$ cat config.mk
export PLATFORM = sky130hd
export DESIGN_NAME = circle_plot_flat
export DESIGN_NICKNAME = d
export VERILOG_FILES = /design/src/rtl/circle_plot_if.sv /design/src/rtl/circle_plot.sv /design/src/flat_wrapper.sv
export SDC_FILE = /design/constraint.sdc
export NUM_CORES = 1
export LEC_CHECK = 0
export CAP_MARGIN = 20
export CORE_UTILIZATION = 60
export DETAILED_ROUTE_END_ITERATION = 7
export GPL_TIMING_DRIVEN = 0
export PLACE_DENSITY_LB_ADDON = 0.25
export SETUP_SLACK_MARGIN = 0.05
export SYNTH_ARGS = -nofsm -noshare
export SYNTH_HDL_FRONTEND = slang
export SYNTH_SLANG_ARGS = --single-unit
$ cat constraint.sdc
create_clock -name clk -period 16.16 [get_ports clk]
set_input_delay 2.424 -clock clk [delete_from_list [all_inputs] [get_ports clk]]
set_output_delay 2.424 -clock clk [all_outputs]
set_load 0.02 [all_outputs]
$ cat src/rtl/circle_plot_if.sv
// Handshake bundle between the circle plotter, the circle calculator and the pixel writer.
// The slave modport is the plotter's view; the master modport is the surrounding logic's view.
interface circle_plot_if #(
  parameter int CORDW = 16
);
  logic                    start;
  logic signed [CORDW-1:0] cx;
  logic signed [CORDW-1:0] cy;
  logic                    circ_start;
  logic                    circ_valid;
  logic signed [CORDW-1:0] circ_xa;
  logic signed [CORDW-1:0] circ_ya;
  logic                    circ_done;
  logic                    circ_oe;
  logic                    oe;
  logic signed [CORDW-1:0] x;
  logic signed [CORDW-1:0] y;
  logic                    busy;
  logic                    valid;
  logic                    done;

  modport slave (
    input  start, cx, cy, circ_valid, circ_xa, circ_ya, circ_done, oe,
    output circ_start, circ_oe, x, y, busy, valid, done
  );

  modport master (
    output start, cx, cy, circ_valid, circ_xa, circ_ya, circ_done, oe,
    input  circ_start, circ_oe, x, y, busy, valid, done
  );
endinterface

$ cat src/rtl/circle_plot.sv
// Expands each (xa, ya) distance pair from the circle calculator into four
// quadrant-symmetric pixels about (cx, cy) and streams them to the pixel writer.
module circle_plot #(
  parameter int CORDW = 16
) (
  input  logic          clk,
  input  logic          rst_n,
  circle_plot_if.slave  bus
);

  // state  | meaning
  // IDLE   | waiting for start
  // LAUNCH | one-cycle start pulse to the calculator
  // FETCH  | accepting the next distance pair, or finishing
  // PLOT   | presenting the four quadrant pixels of one pair
  typedef enum logic [1:0] {IDLE, LAUNCH, FETCH, PLOT} state_t;

  state_t                  r_state;
  state_t                  w_next;
  logic [1:0]              r_q;
  logic signed [CORDW-1:0] r_cx;
  logic signed [CORDW-1:0] r_cy;
  logic signed [CORDW-1:0] r_xa;
  logic signed [CORDW-1:0] r_ya;
  logic signed [CORDW-1:0] r_x;
  logic signed [CORDW-1:0] r_y;
  logic                    r_busy;
  logic                    r_done;
  logic                    r_done_pend;

  logic [1:0]              w_sel_q;
  logic signed [CORDW-1:0] w_sxa;
  logic signed [CORDW-1:0] w_sya;
  logic signed [CORDW-1:0] w_px;
  logic signed [CORDW-1:0] w_py;

  // In FETCH the first pixel is built straight from the incoming pair.
  always_comb begin
    w_sel_q = r_q + 2'd1;
    w_sxa   = r_xa;
    w_sya   = r_ya;
    if (r_state == FETCH) begin
      w_sel_q = 2'd0;
      w_sxa   = bus.circ_xa;
      w_sya   = bus.circ_ya;
    end
    case (w_sel_q)
      2'd0: begin w_px = r_cx - w_sxa; w_py = r_cy + w_sya; end
      2'd1: begin w_px = r_cx - w_sya; w_py = r_cy - w_sxa; end
      2'd2: begin w_px = r_cx + w_sxa; w_py = r_cy - w_sya; end
      default: begin w_px = r_cx + w_sya; w_py = r_cy + w_sxa; end
    endcase
  end

  always_comb begin
    w_next = r_state;
    case (r_state)
      IDLE:    if (bus.start) w_next = LAUNCH;
      LAUNCH:  w_next = FETCH;
      FETCH: begin
        if (bus.circ_valid)                   w_next = PLOT;
        else if (r_done_pend || bus.circ_done) w_next = IDLE;
      end
      PLOT:    if (bus.oe && r_q == 2'd3) w_next = FETCH;
      default: w_next = IDLE;
    endcase
  end

  always_ff @(posedge clk) begin
    if (!rst_n) begin
      r_state     <= IDLE;
      r_q         <= 2'd0;
      r_cx        <= '0;
      r_cy        <= '0;
      r_xa        <= '0;
      r_ya        <= '0;
      r_x         <= '0;
      r_y         <= '0;
      r_busy      <= 1'b0;
      r_done      <= 1'b0;
      r_done_pend <= 1'b0;
    end else begin
      r_state <= w_next;
      // The calculator's done pulse usually lands while still plotting the last pair.
      if (r_busy && bus.circ_done) r_done_pend <= 1'b1;
      case (r_state)
        IDLE: begin
          r_done <= 1'b0;
          if (bus.start) begin
            r_cx        <= bus.cx;
            r_cy        <= bus.cy;
            r_busy      <= 1'b1;
            r_done_pend <= 1'b0;
          end
        end
        FETCH: begin
          if (bus.circ_valid) begin
            r_xa <= bus.circ_xa;
            r_ya <= bus.circ_ya;
            r_q  <= 2'd0;
            r_x  <= w_px;
            r_y  <= w_py;
          end else if (r_done_pend || bus.circ_done) begin
            r_busy <= 1'b0;
            r_done <= 1'b1;
          end
        end
        PLOT: begin
          if (bus.oe && r_q != 2'd3) begin
            r_q <= r_q + 2'd1;
            r_x <= w_px;
            r_y <= w_py;
          end
        end
        default: ;
      endcase
    end
  end

  assign bus.circ_start = (r_state == LAUNCH);
  assign bus.circ_oe    = (r_state == FETCH);
  assign bus.valid      = (r_state == PLOT);
  assign bus.x          = r_x;
  assign bus.y          = r_y;
  assign bus.busy       = r_busy;
  assign bus.done       = r_done;

endmodule

$ cat src/flat_wrapper.sv
// flat-port wrapper written by rule: the top's interface ports become plain ports
module circle_plot_flat 
#(
  parameter int CORDW = 16
)
  (clk, rst_n, bus_start, bus_cx, bus_cy, bus_circ_valid, bus_circ_xa, bus_circ_ya, bus_circ_done, bus_oe, bus_circ_start, bus_circ_oe, bus_x, bus_y, bus_busy, bus_valid, bus_done);
  circle_plot_if #(.CORDW(CORDW)) bus_i ();
  input  logic clk;
  input  logic rst_n;
  input wire logic [$bits(bus_i.start)-1:0] bus_start;
  input wire logic [$bits(bus_i.cx)-1:0] bus_cx;
  input wire logic [$bits(bus_i.cy)-1:0] bus_cy;
  input wire logic [$bits(bus_i.circ_valid)-1:0] bus_circ_valid;
  input wire logic [$bits(bus_i.circ_xa)-1:0] bus_circ_xa;
  input wire logic [$bits(bus_i.circ_ya)-1:0] bus_circ_ya;
  input wire logic [$bits(bus_i.circ_done)-1:0] bus_circ_done;
  input wire logic [$bits(bus_i.oe)-1:0] bus_oe;
  output wire logic [$bits(bus_i.circ_start)-1:0] bus_circ_start;
  output wire logic [$bits(bus_i.circ_oe)-1:0] bus_circ_oe;
  output wire logic [$bits(bus_i.x)-1:0] bus_x;
  output wire logic [$bits(bus_i.y)-1:0] bus_y;
  output wire logic [$bits(bus_i.busy)-1:0] bus_busy;
  output wire logic [$bits(bus_i.valid)-1:0] bus_valid;
  output wire logic [$bits(bus_i.done)-1:0] bus_done;
  assign bus_i.start = bus_start;
  assign bus_i.cx = bus_cx;
  assign bus_i.cy = bus_cy;
  assign bus_i.circ_valid = bus_circ_valid;
  assign bus_i.circ_xa = bus_circ_xa;
  assign bus_i.circ_ya = bus_circ_ya;
  assign bus_i.circ_done = bus_circ_done;
  assign bus_i.oe = bus_oe;
  assign bus_circ_start = bus_i.circ_start;
  assign bus_circ_oe = bus_i.circ_oe;
  assign bus_x = bus_i.x;
  assign bus_y = bus_i.y;
  assign bus_busy = bus_i.busy;
  assign bus_valid = bus_i.valid;
  assign bus_done = bus_i.done;
  circle_plot #(.CORDW(CORDW)) u_core (.clk(clk), .rst_n(rst_n), .bus(bus_i));
endmodule
# After elaboration in Yosys (flattened, before gate mapping)
# Cells that the tools add are included.
# W data, S select, Z words.
[op_classes]
n_addsub = 9
eq_ne = 14
mux = 29
n_reduce_logical = 14
[op_table]
columns = ["cell", "count"]
rows = [
  ["$mux W16", 6],
  ["$pmux W16 S3", 2],
  ["$add A16 B16 Y16", 4],
  ["$pmux W16 S2", 2],
  ["$sub A16 B16 Y16", 4],
  ["$mux W2", 7],
  ["$reduce_and A3 Y1", 3],
  ["$eq A2 B2 Y1 const B", 4],
  ["$mux W1", 8],
  ["$ne A2 B2 Y1 const B", 4],
  ["$pmux W2 S4", 1],
  ["$ne A2 B1 Y1 const B", 3],
  ["$eq A2 B1 Y1 const B", 2],
  ["$logic_not A2 Y1", 2],
  ["$pmux W1 S2", 2],
  ["$pmux W2 S2", 1],
  ["$reduce_and A2 Y1", 2],
  ["$reduce_and A4 Y1", 1],
  ["$reduce_bool A2 Y1", 2],
  ["$logic_and A1 B1 Y1", 3],
  ["$ne A3 B2 Y1 const B", 1],
  ["$add A2 B1 Y2 const B", 1],
  ["$logic_or A1 B1 Y1", 1],
]
[totals]
reg_bits = 103
in_bits = 70
out_inout_bits = 37
wordCells = 77

# Logic depth before layout (Yosys ltp)
# Gate-level depths: netlist of the first run.
[depth]
ltp_word = 6
mapped_depth = 26
depth_no_buf = 21

# Worst setup path before layout of the first run
# OpenSTA, ideal clock, no wires.
[synth_path]
path_type = "input-to-reg"
start = "input port bus_circ_ya[0]"
end = "register u_core.r_y[15], in the netlist u_core.bus.y[15]"
setup_time_ns = 0.062
arrival_ns = 5.825
t_required_ns = 16.098
setup_slack_ns = 10.273
cell_stages = 14
path_buffers = 0
cell_sequence = "or4b_2 > o31ai_1 > nand4_1 > nor2_1 > a21oi_1 > o311ai_0 > o21ai_0 > ha_1 > a211o_1 > o31ai_1 > a21oi_1 > o31ai_1 > or4b_1 > nand3_1"
[synth_via]
elab_chain_cells = 5
word_cells_on_any_way = 7
cone_classes = "add/sub: 2; mux: 5"
[synth_lines]
columns = ["item", "line_no", "text"]
rows = [
  ["start, declared", "flat_wrapper.sv:15", "input wire logic [$bits(bus_i.circ_ya)-1:0] bus_circ_ya;"],
  ["$mux W16 *", "circle_plot.sv:42", "if (r_state == FETCH) begin"],
  ["$sub A16 B16 Y16 / $add A16 B16 Y16 (equally long branches)", "circle_plot.sv:50, circle_plot.sv:48", ""],
  ["$pmux W16 S3 *", "circle_plot.sv:47", "case (w_sel_q)"],
  ["$mux W16 (on tied branches)", "circle_plot.sv:109, circle_plot.sv:97", ""],
  ["$pmux W16 S2 *", "circle_plot.sv:86", "case (r_state)"],
  ["end signal, assigned", "circle_plot.sv:102", "r_y <= w_py;"],
  ["end signal, assigned", "circle_plot.sv:112", "r_y <= w_py;"],
  ["end, declared", "circle_plot.sv:26", "logic signed [CORDW-1:0] r_y;"],
]
# Mark *: on every way between the ends. The rest lies on a longest branch, timed or not. The select of a mux whose other input is x is not followed.
# A chain may end at the register's enable or synchronous reset.

# Worst setup path in the final report of the first run
[layout_path]
start = "register u_core.r_state[0]"
end = "register u_core.r_y[15], in the netlist u_core.bus.y[15]"
[layout_via]
elab_chain_cells = 6
word_cells_on_any_way = 20
cone_classes = "add/sub: 4; eq/ne: 6; mux: 7; reduce/logical: 3"
[layout_lines]
columns = ["item", "line_no", "text"]
rows = [
  ["start, declared", "circle_plot.sv:18", "state_t r_state;"],
  ["start signal, assigned", "circle_plot.sv:83", "r_state <= w_next;"],
  ["$eq A2 B2 Y1", "circle_plot.sv:42, circle_plot.sv:86", ""],
  ["$mux W16 / $mux W2 (equally long branches)", "circle_plot.sv:42", ""],
  ["$add A16 B16 Y16 (tied with other cells)", "circle_plot.sv:51", "default: begin w_px = r_cx + w_sya; w_py = r_cy + w_sxa; end"],
  ["$pmux W16 S3", "circle_plot.sv:47", ""],
  ["$mux W16 (on tied branches)", "circle_plot.sv:109, circle_plot.sv:97", ""],
  ["$pmux W16 S2", "circle_plot.sv:86", ""],
]
# Parallel ways exist; a longest one is shown, timed or not. The select of a mux whose other input is x is not followed.

==> results.json, run 1 <==
{
  "drtAntennaViolNets": 0,
  "clk_pin_slew_ns": 0.08,
  "async_flop_share_pct": 0,
  "placed_area_um2": 8370,
  "hold_ws_ns": 0.453,
  "vias": 7976,
  "syn_nets": 1105,
  "cts_sinks": 103,
  "wl_per_cell_um": 19.4,
  "grt_start_max_net_pins": 20,
  "io_pins": 107,
  "final_area_um2": 8710,
  "area_growth_pct": 22.2,
  "die_y_um": 111,
  "yosysMostFrequentCell": "nand2_1",
  "fmax_ghz": 0.129,
  "violations": "DRC",
  "synth_compound_area_share_pct": 22.3,
  "layout_setup_ws_ns": 8.43,
  "synth.yosys.warnings": 0,
  "top_usage_layer": "met2",
  "ys_seq_area_share_pct": 28.9,
  "overflow": 0,
  "synth_top_cell_by_area": "dfxtp_1",
  "cts-htree-levels": 3,
  "synth_area_per_cell_um2": 7.14,
  "cp_max_fo": 10,
  "hold_viol_final": 0,
  "skew_ns": 0.00686,
  "firstDrtPassIters": 8,
  "synth_top_family_by_area": "simple AND/OR/NAND/NOR gates",
  "dp.cells": 1247,
  "layout-drive-gt1-share_pct": 3.75,
  "p_leak_nw": 3.30,
  "fillers": 934,
  "required_ns": 16.47,
  "power_density_nw_per_um2": 104,
  "numPortBuffers": 106,
  "post-place-ws_ns": 8.89,
  "drt_wl_total_um": 24600,
  "yosys-top-cells-count": "nand2_1 (238), a21oi_1 (128), dfxtp_1 (103)",
  "syn_inst": 998,
  "start_util_pct": 61.9,
  "root_buffer": "clkbuf_16",
  "worstPathArrival_ns": 8.04,
  "cp_cell_sequence": "nand2b_1, inv_2, buf_2, buf_2, buf_1, buf_1, clkbuf_1, mux2i_1, ha_1, inv_1, a211oi_1, nor3b_1, xnor2_1, mux2_2, o21ai_0, ha_1, a211o_1, o31ai_1, a21oi_1, o31ai_1, or4b_1, nand3_1",
  "gr-usage-met1_pct": 51.7,
  "grtUsageMet3_pct": 7.22,
  "max-slew-margin-rel_pct": 47.5,
  "grtUsageMet2_pct": 62.7,
  "slew_viol_final": 0,
  "post-route-period-util_pct": 47.8,
  "numCtsBuffers": 9,
  "cts_resized": 0,
  "drc": 16,
  "post-cts-setup-buffer-count": 0,
  "place.gp.congestion": 1.05,
  "nets": 1223,
  "grt_usage_pct": 39.8,
  "die_w_um": 111,
  "synthMuxAreaShare_pct": 5.64,
  "syn-cell-area_um2": 7130,
  "critPathTopFamily": "buffers and inverters",
  "postCtsHoldBufs": 0,
  "synthDistinctLibCells": 68,
  "synth_simple_gate_area_share_pct": 25.1,
  "layout_min_cycle_time_ns": 7.73,
  "synth_edf_count": 0,
  "synth_top_area_share_pct": 28.9,
  "grt_pass1_wl_um": 38000,
  "antenna_found_initial": 0,
  "slowest_delay_ns": 0.65,
  "slowest_stage": "buf_1",
  "tightestPinTransition_ns": 0.780,
  "drv_cap": 0,
  "row_count": 39,
  "synth_xor_area_share_pct": 7.01,
  "grt_setup_unrepaired": "no",
  "synthFlopType": "dfxtp_1",
  "setup_violations": 0,
  "clock_latency_ns": 0.36,
  "core-area_um2": 11500,
  "detail_route.vias_per_cell": 6.31,
  "cts_tree": "built",
  "end_kind": "flop",
  "diodes": 0,
  "hold_path_class": "reg2reg",
  "tns_ns": 0,
  "dpl.hpwl_um": 18500,
  "clk_path_buf_depth": 2,
  "startpoint_type": "flop",
  "crit_type": "reg2reg",
  "synth_fa_ha_area_share_pct": 6.71,
  "drt_iter0_markers": 1074,
  "peakVddDrop_mv": 0.0849,
  "grt_pass1_vias": 7154,
  "final_util_pct": 75.6,
  "ys_ff_latch": 103,
  "status": "finished, violations left",
  "synth.area.top_cells": "dfxtp_1 (29%), nand2_1 (13%), a21oi_1 (9.0%)",
  "power_mw": 0.903,
  "path_buf_inv": 7,
  "finalNonFillerCells": 1264,
  "die_area_um2": 12300
}
cells by family after synthesis:
group	count (synthesis)
muxes	39
xor gates and xnor gates	57
and+or+nand+nor	414
AOI/OAI and AO/OA	270
adders and majority gates	37
buffers and inverters	78
DFF	103
sequential cells by signal, indices dropped and copies added, names as in the netlist, 2 cells and up:
| signal | cells |
|---|---|
| u_core.bus.y | 16 |
| u_core.r_cy | 16 |
| u_core.r_q | 2 |
| u_core.r_state | 2 |
| u_core.r_xa | 16 |
| u_core.r_cx | 16 |
| u_core.r_ya | 16 |
| u_core.bus.x | 16 |
where the power goes:
part	switching (mW)	total, mW	internal [mW]
Combinational	0.225	0.375	0.150
Sequential	0.0115	0.280	0.268
Clock	0.109	0.248	0.139
Total	0.345	0.903	0.558
tightest hold or removal path: cells and delay by family (launching register included):
family,cells,cell delay (ns)
flip-flops,1,0.31
AND/OR/NAND/NOR,1,0.05
AO/OA/AOI/OAI,1,0.05
worst paths after layout:
kind                     start               end  slack [ns]  cells after the start
min           u_core.bus.x[11]  u_core.bus.x[11]        0.45                      2
max reg2reg  u_core.r_state[0]  u_core.bus.y[15]        8.43                     22
min reg2reg   u_core.bus.x[11]  u_core.bus.x[11]        0.45                      2
max          u_core.r_state[0]  u_core.bus.y[15]        8.43                     22
routing by layer:
layer	part of all wire, %	wire (µm)	vias up
li1	-	-	3707
met1	39	9670	3683
met2	45	11000	499
met3	11	2640	87
met4	5.1	1260	0
met5	0	0	-
final cells by class:
class	instances	area (µm²)	area share, %
flip-flops and latches	103	2060	23.7
inverters	20	75.1	0.862
clock buffers	9	225	2.59
clock inverters	7	113	1.29
multi-input cells	817	4760	54.6
repair buffers	107	1070	12.2
well taps	143	179	2.05
plain buffers	58	230	2.64
placed cells by master (no fill, tap or decap), drive strengths merged, types with 3 or more instances in the layout:
cell and count:
dfxtp 103, o22ai 5, inv 22, clkdlybuf4s50 106
mux2i 33, nand3 26, and3 3, a21o 6
o21ai 58, nand4 4, nor2 83, nand2b 8
or3 5, clkbuf 60, or4b 4, nor2b 7
a211oi 14, and2 6, xnor2 37, a21oi 128
a221oi 6, o21a 4, nor4b 3, a31oi 6
nor3 13, o211ai 10, o31ai 11, buf 8
ha 35, xor2 20, mux2 6, nand2 239
Power figures use the tool's default switching activity.
==> run 2, diff against run 1 <==
--- a/config.mk
+++ b/config.mk
@@ -6,7 +6,7 @@
 export NUM_CORES = 1
 export LEC_CHECK = 0
 export CAP_MARGIN = 20
-export CORE_UTILIZATION = 60
+export CORE_UTILIZATION = 50
 export DETAILED_ROUTE_END_ITERATION = 7
 export GPL_TIMING_DRIVEN = 0
 export PLACE_DENSITY_LB_ADDON = 0.25
==> constraint.sdc (replaced) <==
create_clock -name clk -period 6.25 [get_ports clk]
set_input_delay 0.9375 -clock clk [delete_from_list [all_inputs] [get_ports clk]]
set_output_delay 0.9375 -clock clk [all_outputs]
set_load 0.02 [all_outputs]
==> run 2 against run 1 <==
  * The flow now finishes without violations
  * Register-to-register slack got worse by 7.9 ns
  * Utilization fell by 13 points
  * Routed wire length is 1.3% higher
  * Highest routed layer unchanged
==> results.json, run 2 (same netlist as run 1, synthesis figures left out) <==
{
  "tightestPinTransition_ns": 0.886,
  "startpoint": "u_core.r_state[0]",
  "power_density_nw_per_um2": 261,
  "grt_start_max_net_pins": 20,
  "critPathTopFamily": "compound AO/OA/AOI/OAI gates",
  "crit_type": "reg2reg",
  "r2r_slack_ns": 0.48,
  "drtAntennaViolNets": 0,
  "peakVddDrop_mv": 0.176,
  "cts_sinks": 103,
  "startpoint_type": "flop",
  "post-route-period-util_pct": 92.3,
  "slew_viol_final": 0,
  "drv_cap": 0,
  "layout-drive-gt1-share_pct": 4.11,
  "drc": 0,
  "place.gp.congestion": 1.00,
  "die_y_um": 121,
  "r2r_cells": 20,
  "worstReg2RegStart": "u_core.r_state[0]",
  "detail_route.vias_per_cell": 5.90,
  "skew_ns": 0.00764,
  "cp_cell_sequence": "nand2b_1, inv_2, buf_2, buf_6, buf_4, mux2i_1, ha_1, inv_1, a211oi_2, nor3b_4, xnor2_1, mux2_2, o21ai_0, ha_1, a211o_1, o31ai_1, a21oi_1, o31ai_1, or4b_1, nand3_1",
  "final_util_pct": 63.1,
  "layout_min_cycle_time_ns": 5.77,
  "hold_path_class": "reg2reg",
  "clock_latency_ns": 0.36,
  "start_util_pct": 51.3,
  "tns_ns": 0,
  "min_from": "u_core.bus.x[11]",
  "max-slew-margin-rel_pct": 40.4,
  "layout_setup_ws_ns": 0.481,
  "clk_path_buf_depth": 2,
  "slowest_stage": "or4b_1",
  "dpl.hpwl_um": 19400,
  "post-place-ws_ns": -1.15,
  "clk_pin_slew_ns": 0.07,
  "fillers": 1324,
  "p_leak_nw": 3.31,
  "layout_commonest_cell": "nand2_1",
  "cts_resized": 7,
  "final_cell_mix": "nand2_1 (238), a21oi_1 (128), clkdlybuf4s50_1 (106), dfxtp_1 (103), nor2_1 (83)",
  "status": "completed",
  "hold-path-cell-count": 2,
  "fmax_ghz": 0.173,
  "end_kind": "flop",
  "grt_setup_unrepaired": "no",
  "area_growth_pct": 22.9,
  "numPortBuffers": 106,
  "cts-htree-levels": 3,
  "wl_per_cell_um": 19.2,
  "power_mw": 2.28,
  "slowest_delay_ns": 0.46,
  "root_buffer": "clkbuf_16",
  "diodes": 0,
  "grt_pass1_wl_um": 38200,
  "hold_viol_final": 0,
  "drt_wl_total_um": 24900,
  "antenna_found_initial": 0,
  "grt_pass1_vias": 6810,
  "nets": 1221,
  "worstHoldEndpoint": "u_core.bus.x[11]",
  "vias": 7663,
  "path_buf_inv": 5,
  "io_pins": 107,
  "required_ns": 6.56,
  "setup_violations": 0,
  "cp_max_fo": 19,
  "overflow": 0,
  "core-area_um2": 13900,
  "firstDrtPassIters": 5,
  "numCtsBuffers": 9,
  "row_count": 43,
  "drt_iter0_markers": 657,
  "grt_usage_pct": 34.8,
  "die_area_um2": 14700,
  "die_w_um": 121,
  "cts_tree": "built",
  "postCtsHoldBufs": 0,
  "r2r-end": "u_core.bus.y[15]",
  "worstPathArrival_ns": 6.08,
  "post-cts-setup-buffer-count": 0
}
## run 2: cell count changes in the layout (fill, tap and decap cells not counted), moves of 2 or more
cell	change
o21ai_0	-2
clkinv_2	+2
buf_1	-2
o21ai_1	+2
## run 2: layout make-up
type | instances | area [µm²] | share of cell area (%)
plain buffers | 56 | 233 | 2.66
clock buffers | 9 | 225 | 2.57
clock inverters | 7 | 81.3 | 0.929
inverters | 20 | 75.1 | 0.857
multi-input cells | 817 | 4790 | 54.7
flip-flops and latches | 103 | 2060 | 23.5
well taps | 180 | 225 | 2.57
repair buffers | 107 | 1070 | 12.2
## run 2: metrics by stage
stage	cells	cell area, µm²	hold slack, ns
after CTS	1299	8740	0.456
after global routing	1299	8760	0.467
after detailed placement	1284	8410	0.445
after global placement	1284	8410	0.439
final	1299	8760	0.451
after floorplan	998	7130	0.434
## run 2: worst min-delay path: cells and delay by family, from the launching register on
family / cells / cell delay (ns)
flops: 1 / 0.31
simple gates: 1 / 0.05
compound gates: 1 / 0.05
## run 2: worst max-delay path by stage
stage                  endpoint  slack, ns  depth (start not counted)
6_report       u_core.bus.y[15]       0.48                         20
5_1_grt        u_core.bus.x[14]       0.11                         24
4_1_cts        u_core.bus.y[15]       0.09                         21
3_5_place_dp   u_core.bus.y[15]      -1.15                         23
3_3_place_gp   u_core.bus.y[15]      -1.10                         23
2_1_floorplan  u_core.bus.y[15]       0.49                         22
## run 2: power breakdown
group          switching (mW)  internal (mW)  leakage, nW
Sequential             0.0295          0.694        0.838
Combinational           0.572          0.393         2.32
Clock                   0.278          0.316        0.149
## run 2: layer usage
layer	vias to the layer above	track usage (%)	routed length, µm
li1	3698	-	-
met1	3583	46.6	10800
met2	335	54.7	11000
met3	47	6.16	2170
met4	0	14.4	831
met5	-	0	0
